## config.mk

```make
export PLATFORM = sky130hd
export DESIGN_NAME = dmem_lsu
export DESIGN_NICKNAME = d
export VERILOG_FILES = /design/src/rtl/lsu_pkg.sv /design/src/rtl/lsu_lane.sv /design/src/rtl/dmem_lsu.sv
export SDC_FILE = /design/constraint.sdc
export NUM_CORES = 1
export LEC_CHECK = 0
export CAP_MARGIN = 20
export CORE_MARGIN = 8
export CORE_UTILIZATION = 35
export CTS_BUF_LIST = sky130_fd_sc_hd__clkbuf_2 sky130_fd_sc_hd__clkbuf_4 sky130_fd_sc_hd__clkbuf_8
export DETAILED_ROUTE_END_ITERATION = 6
export PLACE_DENSITY = 0.59
export SLEW_MARGIN = 20
export SYNTH_ARGS = -nofsm -noshare
export SYNTH_HDL_FRONTEND = slang
export SYNTH_HIERARCHICAL = 1
export SYNTH_SLANG_ARGS = --single-unit
```

## constraint.sdc

```tcl
create_clock -name clk -period 6.1 [get_ports clk]
set_clock_uncertainty 0.1 [all_clocks]
set_input_delay 1.22 -clock clk [delete_from_list [all_inputs] [get_ports clk]]
set_output_delay 1.22 -clock clk [all_outputs]
set_load 0.02 [all_outputs]
```

## src/rtl/lsu_pkg.sv

```systemverilog
// Shared definitions for the data-memory load/store unit.
// Contents: funct3 codes, FSM state encoding, DMEM select codes and the
// access legality check used at request accept.
package lsu_pkg;

    localparam logic [2:0] F3_B  = 3'b000;
    localparam logic [2:0] F3_H  = 3'b001;
    localparam logic [2:0] F3_W  = 3'b010;
    localparam logic [2:0] F3_BU = 3'b100;
    localparam logic [2:0] F3_HU = 3'b101;

    // DMEM port is only ever used for whole-word accesses.
    localparam logic [1:0] WSEL_WORD = 2'b00;
    localparam logic [2:0] RSEL_WORD = 3'b000;

    typedef enum logic [2:0] {
        StIdle,
        StRd,
        StCap,
        StWr,
        StErr
    } lsu_state_e;

    // True when the request must be rejected: illegal funct3 or misaligned address.
    function automatic logic access_err(input logic we, input logic [2:0] funct3,
                                        input logic [1:0] lane);
        logic err;
        err = 1'b0;
        if (we && (funct3 > F3_W)) begin
            err = 1'b1;
        end else begin
            case (funct3)
                F3_B, F3_BU: err = 1'b0;
                F3_H, F3_HU: err = lane[0];
                F3_W:        err = (lane != 2'b00);
                default:     err = 1'b1;
            endcase
        end
        return err;
    endfunction

endpackage

```

## src/rtl/lsu_lane.sv

```systemverilog
// Byte-lane datapath for the LSU (purely combinational).
// Ports:
//   word    in  32  word read from DMEM
//   wdata   in  32  store data (SB uses [7:0], SH uses [15:0])
//   lane    in  2   byte address bits [1:0]
//   funct3  in  3   access type; bits [1:0] give the store size
//   rdata   out 32  extracted, sign/zero-extended load data
//   merged  out 32  word with the store data written into its lane
module lsu_lane
    import lsu_pkg::*;
(
    input  logic [31:0] word,
    input  logic [31:0] wdata,
    input  logic [1:0]  lane,
    input  logic [2:0]  funct3,
    output logic [31:0] rdata,
    output logic [31:0] merged
);

    logic [7:0]  byte_sel;
    logic [15:0] half_sel;

    always_comb begin
        byte_sel = word[{lane, 3'b000} +: 8];
        half_sel = word[{lane[1], 4'b0000} +: 16];
        case (funct3)
            F3_B:    rdata = {{24{byte_sel[7]}}, byte_sel};
            F3_BU:   rdata = {24'h000000, byte_sel};
            F3_H:    rdata = {{16{half_sel[15]}}, half_sel};
            F3_HU:   rdata = {16'h0000, half_sel};
            F3_W:    rdata = word;
            default: rdata = '0;
        endcase
    end

    always_comb begin
        merged = word;
        case (funct3[1:0])
            2'b00:   merged[{lane, 3'b000} +: 8] = wdata[7:0];
            2'b01:   merged[{lane[1], 4'b0000} +: 16] = wdata[15:0];
            default: merged = wdata;
        endcase
    end

endmodule

```

## src/rtl/dmem_lsu.sv

```systemverilog
// Load/store initiator for the word-addressed data memory.
// Loads: IDLE->RD->CAP->IDLE. Word stores: IDLE->WR->IDLE.
// Sub-word stores read-modify-write: IDLE->RD->CAP->WR->IDLE.
// Rejected requests: IDLE->ERR->IDLE with no memory cycle.
// Ports:
//   clk, rst                    clock, async active-high reset
//   req_valid/req_ready         request handshake (ready only in IDLE)
//   req_we/funct3/addr/wdata    request fields, latched at accept
//   rsp_valid/rsp_rdata/rsp_err one-cycle response pulse
//   mem_addr/wdata/we/wsel/rsel DMEM port (word access only)
//   mem_rdata                   DMEM read data, valid one cycle after the address
module dmem_lsu
    import lsu_pkg::*;
#(
    parameter int unsigned DATA_WIDTH = 32,
    parameter int unsigned ADDR_WIDTH = 32
) (
    input  logic                  clk,
    input  logic                  rst,
    input  logic                  req_valid,
    output logic                  req_ready,
    input  logic                  req_we,
    input  logic [2:0]            req_funct3,
    input  logic [ADDR_WIDTH-1:0] req_addr,
    input  logic [DATA_WIDTH-1:0] req_wdata,
    output logic                  rsp_valid,
    output logic [DATA_WIDTH-1:0] rsp_rdata,
    output logic                  rsp_err,
    output logic [ADDR_WIDTH-1:0] mem_addr,
    output logic [DATA_WIDTH-1:0] mem_wdata,
    output logic                  mem_we,
    output logic [1:0]            mem_wsel,
    output logic [2:0]            mem_rsel,
    input  logic [DATA_WIDTH-1:0] mem_rdata
);

    lsu_state_e            state_q, state_d;
    logic                  we_q, we_d;
    logic [2:0]            f3_q, f3_d;
    logic [1:0]            lane_q, lane_d;
    logic [DATA_WIDTH-1:0] wdata_q, wdata_d;
    logic                  rsp_valid_q, rsp_valid_d;
    logic                  rsp_err_q, rsp_err_d;
    logic [DATA_WIDTH-1:0] rsp_rdata_q, rsp_rdata_d;
    logic                  mem_we_q, mem_we_d;
    logic [ADDR_WIDTH-1:0] mem_addr_q, mem_addr_d;
    logic [DATA_WIDTH-1:0] mem_wdata_q, mem_wdata_d;

    logic [31:0] lane_rdata;
    logic [31:0] lane_merged;

    lsu_lane u_lane (
        .word   (mem_rdata),
        .wdata  (wdata_q),
        .lane   (lane_q),
        .funct3 (f3_q),
        .rdata  (lane_rdata),
        .merged (lane_merged)
    );

    always_ff @(posedge clk or posedge rst) begin
        if (rst) begin
            state_q     <= StIdle;
            we_q        <= 1'b0;
            f3_q        <= '0;
            lane_q      <= '0;
            wdata_q     <= '0;
            rsp_valid_q <= 1'b0;
            rsp_err_q   <= 1'b0;
            rsp_rdata_q <= '0;
            mem_we_q    <= 1'b0;
            mem_addr_q  <= '0;
            mem_wdata_q <= '0;
        end else begin
            state_q     <= state_d;
            we_q        <= we_d;
            f3_q        <= f3_d;
            lane_q      <= lane_d;
            wdata_q     <= wdata_d;
            rsp_valid_q <= rsp_valid_d;
            rsp_err_q   <= rsp_err_d;
            rsp_rdata_q <= rsp_rdata_d;
            mem_we_q    <= mem_we_d;
            mem_addr_q  <= mem_addr_d;
            mem_wdata_q <= mem_wdata_d;
        end
    end

    always_comb begin
        state_d     = state_q;
        we_d        = we_q;
        f3_d        = f3_q;
        lane_d      = lane_q;
        wdata_d     = wdata_q;
        rsp_valid_d = 1'b0;
        rsp_err_d   = 1'b0;
        rsp_rdata_d = rsp_rdata_q;
        mem_we_d    = 1'b0;
        mem_addr_d  = mem_addr_q;
        mem_wdata_d = mem_wdata_q;

        case (state_q)
            StIdle: begin
                if (req_valid) begin
                    we_d       = req_we;
                    f3_d       = req_funct3;
                    lane_d     = req_addr[1:0];
                    wdata_d    = req_wdata;
                    mem_addr_d = {req_addr[ADDR_WIDTH-1:2], 2'b00};
                    if (access_err(req_we, req_funct3, req_addr[1:0])) begin
                        state_d = StErr;
                    end else if (req_we && (req_funct3 == F3_W)) begin
                        // Full-word store needs no read; write straight away.
                        mem_we_d    = 1'b1;
                        mem_wdata_d = req_wdata;
                        state_d     = StWr;
                    end else begin
                        state_d = StRd;
                    end
                end
            end
            StRd: state_d = StCap;
            StCap: begin
                if (we_q) begin
                    mem_we_d    = 1'b1;
                    mem_wdata_d = lane_merged;
                    state_d     = StWr;
                end else begin
                    rsp_valid_d = 1'b1;
                    rsp_rdata_d = lane_rdata;
                    state_d     = StIdle;
                end
            end
            StWr: begin
                rsp_valid_d = 1'b1;
                rsp_rdata_d = '0;
                state_d     = StIdle;
            end
            StErr: begin
                rsp_valid_d = 1'b1;
                rsp_err_d   = 1'b1;
                rsp_rdata_d = '0;
                state_d     = StIdle;
            end
            default: state_d = StIdle;
        endcase
    end

    assign req_ready = (state_q == StIdle);
    assign rsp_valid = rsp_valid_q;
    assign rsp_err   = rsp_err_q;
    assign rsp_rdata = rsp_rdata_q;
    assign mem_we    = mem_we_q;
    assign mem_addr  = mem_addr_q;
    assign mem_wdata = mem_wdata_q;
    assign mem_wsel  = WSEL_WORD;
    assign mem_rsel  = RSEL_WORD;

endmodule

```

==> results by group, run 1 <==
Global route
  • Initial antenna violation count: 0
  • Vias in the first global route: between 6000 and 7000
  • Largest net degree at the start of global routing: 97
  • Gr ovfl total: 0
  • GRT Util Overall: 0.180
  • Global-route wire length before repair: 36800 um

Final layout
  • Layout area overhead: 34.6%
  • Ant diodes: 0
  • # fillers: about 1900
  • Share of layout cells above drive strength 1: 0.231
  • Nets: 901

Setup path
  • Slowest stage cell, crit path: clkdlybuf4s50_1
  • Crit-path max cell delay: 0.73 ns
  • WS Path Type: reg2out
  • Req. time, crit path: 4.78 ns
  • Worst path cell trace: nor3_1 -> clkdlybuf4s50_1
  • Crit path launch: state_q[1]
  • CP delay by family, top: buffers and inverters
  • Maximum net fanout on the critical path: 6
  • Setup crit end kind: output port
  • CP Launch Type: flop
  • Crit path buf inv count: 1
  • FF-to-FF Start: lane_q[1]
  • Arr. time, crit path: 2.13 ns

CTS
  • Worst-case clock buffer depth: 2
  • Clock sinks: 138
  • CTS buffer count: 17
  • CTS tree: built
  • Root Buffer: clkbuf_8
  • Post-CTS setup buffers: 0
  • Reg clk slew, reported paths: 0.08 ns
  • H-tree depth: 4
  • # hold bufs at CTS: 0
  • PostCTS Resize Cnt: 0
  • Clock latency on the worst-skew pair: 0.44 ns

Yosys
  • FF+latch count, synth: ~140
  • Main synth FF type: dfrtp_1
  • Syn Inst Count: 611
  • Seq/Total Area, Yosys: 0.467
  • Netlist cell types: 55
  • Number of synthesized flops with an enable pin: 0
  • Synth warn: 6
  • Largest area contributor in the netlist: dfrtp_1
  • Post-Syn Area: between 7000 and 8000 sq um
  • Async S/R FF share, synth: 1.00
  • Post-Syn Area per Cell: about 12 sq um
  • Top-area cell type share of the netlist area: 0.467
  • Largest cells by area after synthesis: dfrtp_1 47%, mux2_2 16%, mux2_4 5.9%

Timing
  • Fmax: 0.290 GHz
  • Worst slew pin tran: 1.05 ns
  • Final setup viols: 0
  • Tmin final: between 3 and 4 ns
  • Hold Worst Slack: roughly 0.4 ns
  • Final period util: 0.565
  • Slew Limit Fails: 0
  • TNS Setup: 0 ns
  • Worst rel slew slack: 0.293
  • Hold Vio Cnt, Final: 0
  • RSZ-0062 raised after global routing: false

Power
  • Leakage power: 4.22 nW
  • Pwr Density: 552 nW/um^2
  • NetSw: 2.27 mW
  • IR Drop Worst-Case VDD: 0.223 mV
  • Tot Pwr: 5.50 mW
  • P_int: 3.23 mW
  • Sw Ratio: 0.413
  • Combinational share of power: 0.553
  • Share of power burned in the clock network: 0.135
  • Seq pwr share: 0.312

Placement
  • Post-DP HPWL: 17600 um
  • Port Buffer Count: 200
  • RePlAce Congestion: 0.833

Die
  • Core footprint: about 21000 sq um
  • Die Span Y: roughly 160 um
  • Initial core utilization: 0.354
  • Full die area: ~26000 sq um
  • I/O pin count: approximately 210
  • Rows: 53
  • Die W: around 160 um

Drt
  • First DRT Iteration DRCs: 270
  • DRT Pass-1 Iters: 5
  • Routed WL: 23700 um
  • Routed Antenna Nets: 0
  • Vias per cell: 5.36
  • Drt drc: 0
  • Via count: 5792
  • Drt wl/cell: 21.9 um

Run
  • Max Cap Viol: 0

Status
  • Outcome: completed

Worst hold path
  • Hold crit path type: reg2reg
  • Worst Min Path Start: state_q[2]
[cells in the mapped netlist, types with 2 or more instances]
cell type	instances
nor2_1	16
clkbuf_1	24
o21ai_0	2
a211o_1	5
o221ai_1	15
a221o_1	18
dfrtp_1	138
nand3_1	3
buf_4	7
a22o_1	40
mux2_1	3
mux2_2	103
buf_8	3
mux2i_1	22
o21a_1	2
mux2_4	29
or2_1	3
ha_1	5
a311oi_1	16
inv_1	15
buf_6	3
o22a_1	2
nand2b_1	4
nor2b_1	23
a21oi_1	17
nor4bb_1	2
nor3_1	12
nand2_1	37
or2_2	2
buf_2	15
[cell usage in the layout, fill, tap and decap left out, types with 2 or more instances in the layout]
cell,instances
a21oi_1,17
inv_6,7
buf_4,10
mux2_2,103
a311oi_1,16
nor4bb_1,2
or2_1,3
inv_1,14
mux2_4,29
nor2_1,15
clkinv_4,2
ha_1,5
clkinvlp_4,4
clkbuf_8,18
conb_1,7
a221o_1,17
nand3_1,3
or2_2,2
o22a_1,2
nand2b_1,4
a22o_1,40
mux2_1,3
o21ai_0,2
nand2_1,37
o221ai_1,15
mux2i_1,22
a211o_1,5
nor3_1,11
nor2b_1,23
dfrtp_1,138
clkdlybuf4s50_1,200
o21a_1,2
[through the flow]
stage / worst slack [ns] / cells / util / instance area (sq um)
after floorplan: 1.08 / 617 / - / 7420
after global placement: 2.48 / 1049 / 0.458 / 9570
after detailed placement: 2.44 / 1049 / 0.458 / 9570
after CTS: 2.66 / 1081 / 0.476 / 9950
after global routing: 2.50 / 1081 / 0.477 / 9960
final: 2.65 / 1081 / 0.477 / 9960
[state kept, by name, summed over array words and instances (netlist names)]
register and count:
mem_addr 30, state_q 3, we_q 1, f3_q 3, rsp_valid 1, lane_q 2, wdata_q 32, rsp_err 1
rsp_rdata 32, mem_wdata 32, mem_we 1
[worst register-to-register path: stages, from the launching register on]
cell and delay, ns:
dfrtp_1 0.33, buf_4 0.44, ha_1 0.49, nor4bb_1 0.55
buf_4 0.25, nor4b_1 0.33, or3_1 0.20, mux2_2 0.14
mux2_2 0.13
[power groups by stage]
stage / clock network, mW / logic, mW / registers (mW)
after global routing: 0.798 / 3.27 / 1.79
after global placement: 0 / 3.02 / 1.72
after detailed placement: 0 / 3.05 / 1.73
after floorplan: 0 / 1.64 / 1.98
after CTS: 0.764 / 3.07 / 1.72
final: 0.740 / 3.04 / 1.72
[layer usage]
layer,up-vias,GRT usage,part of all wire
met1,2875,0.241,0.46
met4,0,0.0463,0.013
met3,18,0.0657,0.091
met5,-,0,0
met2,254,0.271,0.44
li1,2645,-,-
[layout make-up]
class                   count  area [sq um]  share of cell area
clock inverters            14           135              0.0136
clock buffers              18           248              0.0249
repair buffers            210          2080               0.209
multi-input cells         410          3640               0.365
inverters                  16          65.1             0.00653
well taps                 275           344              0.0346
flip-flops and latches    138          3450               0.347
[path summary, 6_finish.rpt]
kind,to,slack (ns),cells past startpoint
max in group asynchronous,mem_wdata[15],3.63,3
min,state_q[1],0.40,1
max reg2reg,mem_wdata[29],3.09,8
min in group asynchronous,mem_addr[6],1.18,2
min reg2reg,state_q[1],0.40,1
max,req_ready,2.65,2
[logic make-up (layout without fill, tap and decap cells)]
family | count (synthesis) | after routing | synth area share
AO/OA/AOI/OAI | 126 | 126 | 0.141
flip-flops | 138 | 138 | 0.467
buffers and inverters | 69 | 258 | 0.0487
AND/OR/NAND/NOR | 114 | 114 | 0.0815
adder cells (fa/ha/maj) | 5 | 5 | 0.00845
multiplexers | 158 | 158 | 0.253
other | 1 | 7 | 0.000507
(Power assumes the default switching activity.)
==> run 2: changes to the inputs <==
PLACE_DENSITY = 0.61   (was 0.59)
clock period = 3.03 ns   (was 6.1 ns; I/O delays follow)
==> run 2 against run 1 <==
Against the previous run: core utilization up 0.46 points; wire length is 0.48% higher; flip-flop and latch count stayed put; register-to-register slack got worse by 2.6 ns; clock-buffer cell count fell by 1; sequential share of layout area decreased by 0.33 points; critical path type unchanged; critical endpoint unchanged; highest routed layer unchanged.
==> results by group, run 2 (synthesis gave the netlist of run 1 again) <==
Status
  • Outcome: completed

Placement
  • Port Buffer Count: 200
  • RePlAce Congestion: 0.857
  • DP Cell Count: ~1100
  • Post-DP HPWL: 17800 um

Setup path
  • Maximum net fanout on the critical path: 6
  • CP Launch Type: flop
  • CP delay by family, top: buffers and inverters
  • Slowest stage cell, crit path: clkdlybuf4s50_1
  • Worst path cell trace: nor3_1 -> clkdlybuf4s50_1
  • Arr. time, crit path: approximately 2.0 ns
  • Setup crit end kind: output port
  • WS Path Type: reg2out
  • Crit path buf inv count: 1
  • Crit-path max cell delay: 0.70 ns
  • Req. time, crit path: 2.32 ns

CTS
  • H-tree depth: 4
  • Post-CTS setup buffers: 0
  • CTS tree: built
  • Root Buffer: clkbuf_8
  • Worst-case clock buffer depth: 2
  • Clock sinks: 138
  • # hold bufs at CTS: 0
  • Clock latency on the worst-skew pair: 0.45 ns
  • Reg clk slew, reported paths: approximately 0.090 ns
  • CTS buffer count: 17
  • PostCTS Resize Cnt: 0

Power
  • Pwr Density: 1100 nW/um^2
  • Combinational share of power: 0.561
  • Leakage power: around 4.3 nW
  • Sw Ratio: 0.414
  • Share of power burned in the clock network: 0.128
  • IR Drop Worst-Case VDD: 0.504 mV
  • NetSw: 4.60 mW
  • Seq pwr share: 0.311
  • P_int: 6.50 mW

Die
  • Initial core utilization: 0.354
  • I/O pin count: between 200 and 250
  • Rows: 53
  • Die Span Y: 161 um
  • Die W: between 150 and 200 um
  • Core footprint: 20900 sq um
  • Full die area: 26100 sq um

Drt
  • Drt wl/cell: 21.8 um
  • Vias per cell: approximately 5.4
  • Routed Antenna Nets: 0
  • DRT Pass-1 Iters: 6
  • Wire length on met3: roughly 2200 um
  • Drt drc: 0
  • DR WL met2: 10500 um
  • Via count: 5870
  • Met1 Routed Length: 10400 um
  • Uppermost layer routed: met4
  • First DRT Iteration DRCs: approximately 340
  • Routed WL: 23800 um

Timing
  • Worst rel slew slack: 0.329
  • Hold Vio Cnt, Final: 0
  • Worst slew pin tran: 0.998 ns
  • TNS Setup: 0 ns
  • Tmin final: 2.75 ns
  • Slew Limit Fails: 0
  • Final setup viols: 0
  • RSZ-0062 raised after global routing: false
  • Final period util: 0.908
  • Fmax: 0.364 GHz

Final layout
  • Most common cell after layout, fill and taps aside: clkdlybuf4s50_1
  • Utilization after layout: 0.481
  • Commonest cells after routing, fill and taps aside: 200 x clkdlybuf4s50_1, 138 x dfrtp_1, 103 x mux2_2, 40 x a22o_1, 37 x nand2_1
  • Ant diodes: 0
  • # fillers: 1917
  • Share of layout cells above drive strength 1: 0.242
  • Post-route insts no fill: 1093
  • Layout area overhead: 35.9%
  • Nets: 913

Worst hold path
  • Hold crit path type: reg2reg

Global route
  • Global-route wire length before repair: 37300 um
  • Initial antenna violation count: 0
  • Gr ovfl total: 0
  • GRT Util Overall: 0.182
  • Largest net degree at the start of global routing: approximately 140
  • Vias in the first global route: 6374

Run
  • Max Cap Viol: 0
==> run 2: cell type report <==
cell class / count / area (sq um) / area share
clock buffer: 17 / 234 / 0.0233
multi-input combinational: 410 / 3630 / 0.361
tap: 275 / 344 / 0.0342
inverter: 16 / 63.8 / 0.00635
sequential: 138 / 3450 / 0.343
clock inverter: 15 / 129 / 0.0128
timing repair buffer: 222 / 2200 / 0.219
==> run 2: per-layer routing <==
metal	GRT usage	vias up
met5	0	-
met4	0.0694	0
met3	0.0611	45
met2	0.280	276
met1	0.233	2886
li1	-	2663
==> run 2: worst register-to-register path: stages, from the launching register on <==
cell,delay [ns]
dfrtp_1,0.50
inv_2,0.09
ha_1,0.33
nor4bb_1,0.57
buf_4,0.24
a21oi_1,0.07
o221ai_1,0.24
mux2_2,0.20
mux2_4,0.13
==> run 2: stage by stage <==
stage | total power, mW | hold WS (ns) | worst slack, ns | instance area [sq um]
global route | 11.8 | 0.411 | 0.167 | 10100
detailed placement | 9.73 | 0.366 | 0.294 | 9690
CTS | 11.2 | 0.381 | 0.252 | 10100
global placement | 9.63 | 0.347 | 0.314 | 9690
floorplan | 7.30 | 0.335 | 0.264 | 7430
finish | 11.1 | 0.393 | 0.279 | 10100
==> run 2: worst paths after layout <==
path                            start             to  slack, ns  cells past startpoint
hold / removal             state_q[2]     state_q[1]       0.39                      1
hold reg to reg            state_q[2]     state_q[1]       0.39                      1
min in group asynchronous         rst   mem_addr[31]       0.61                      3
setup reg to reg            lane_q[1]  mem_wdata[28]       0.52                      8
max in group asynchronous         rst  rsp_rdata[18]       1.61                      3
setup / recovery           state_q[1]      req_ready       0.28                      2
==> run 2: power groups by stage <==
stage	clock [mW]	combinational, mW	sequential [mW]
after detailed placement	0	6.26	3.47
final	1.42	6.23	3.45
after floorplan	0	3.31	3.99
after CTS	1.48	6.29	3.46
after global routing	1.55	6.69	3.57
after global placement	0	6.18	3.45
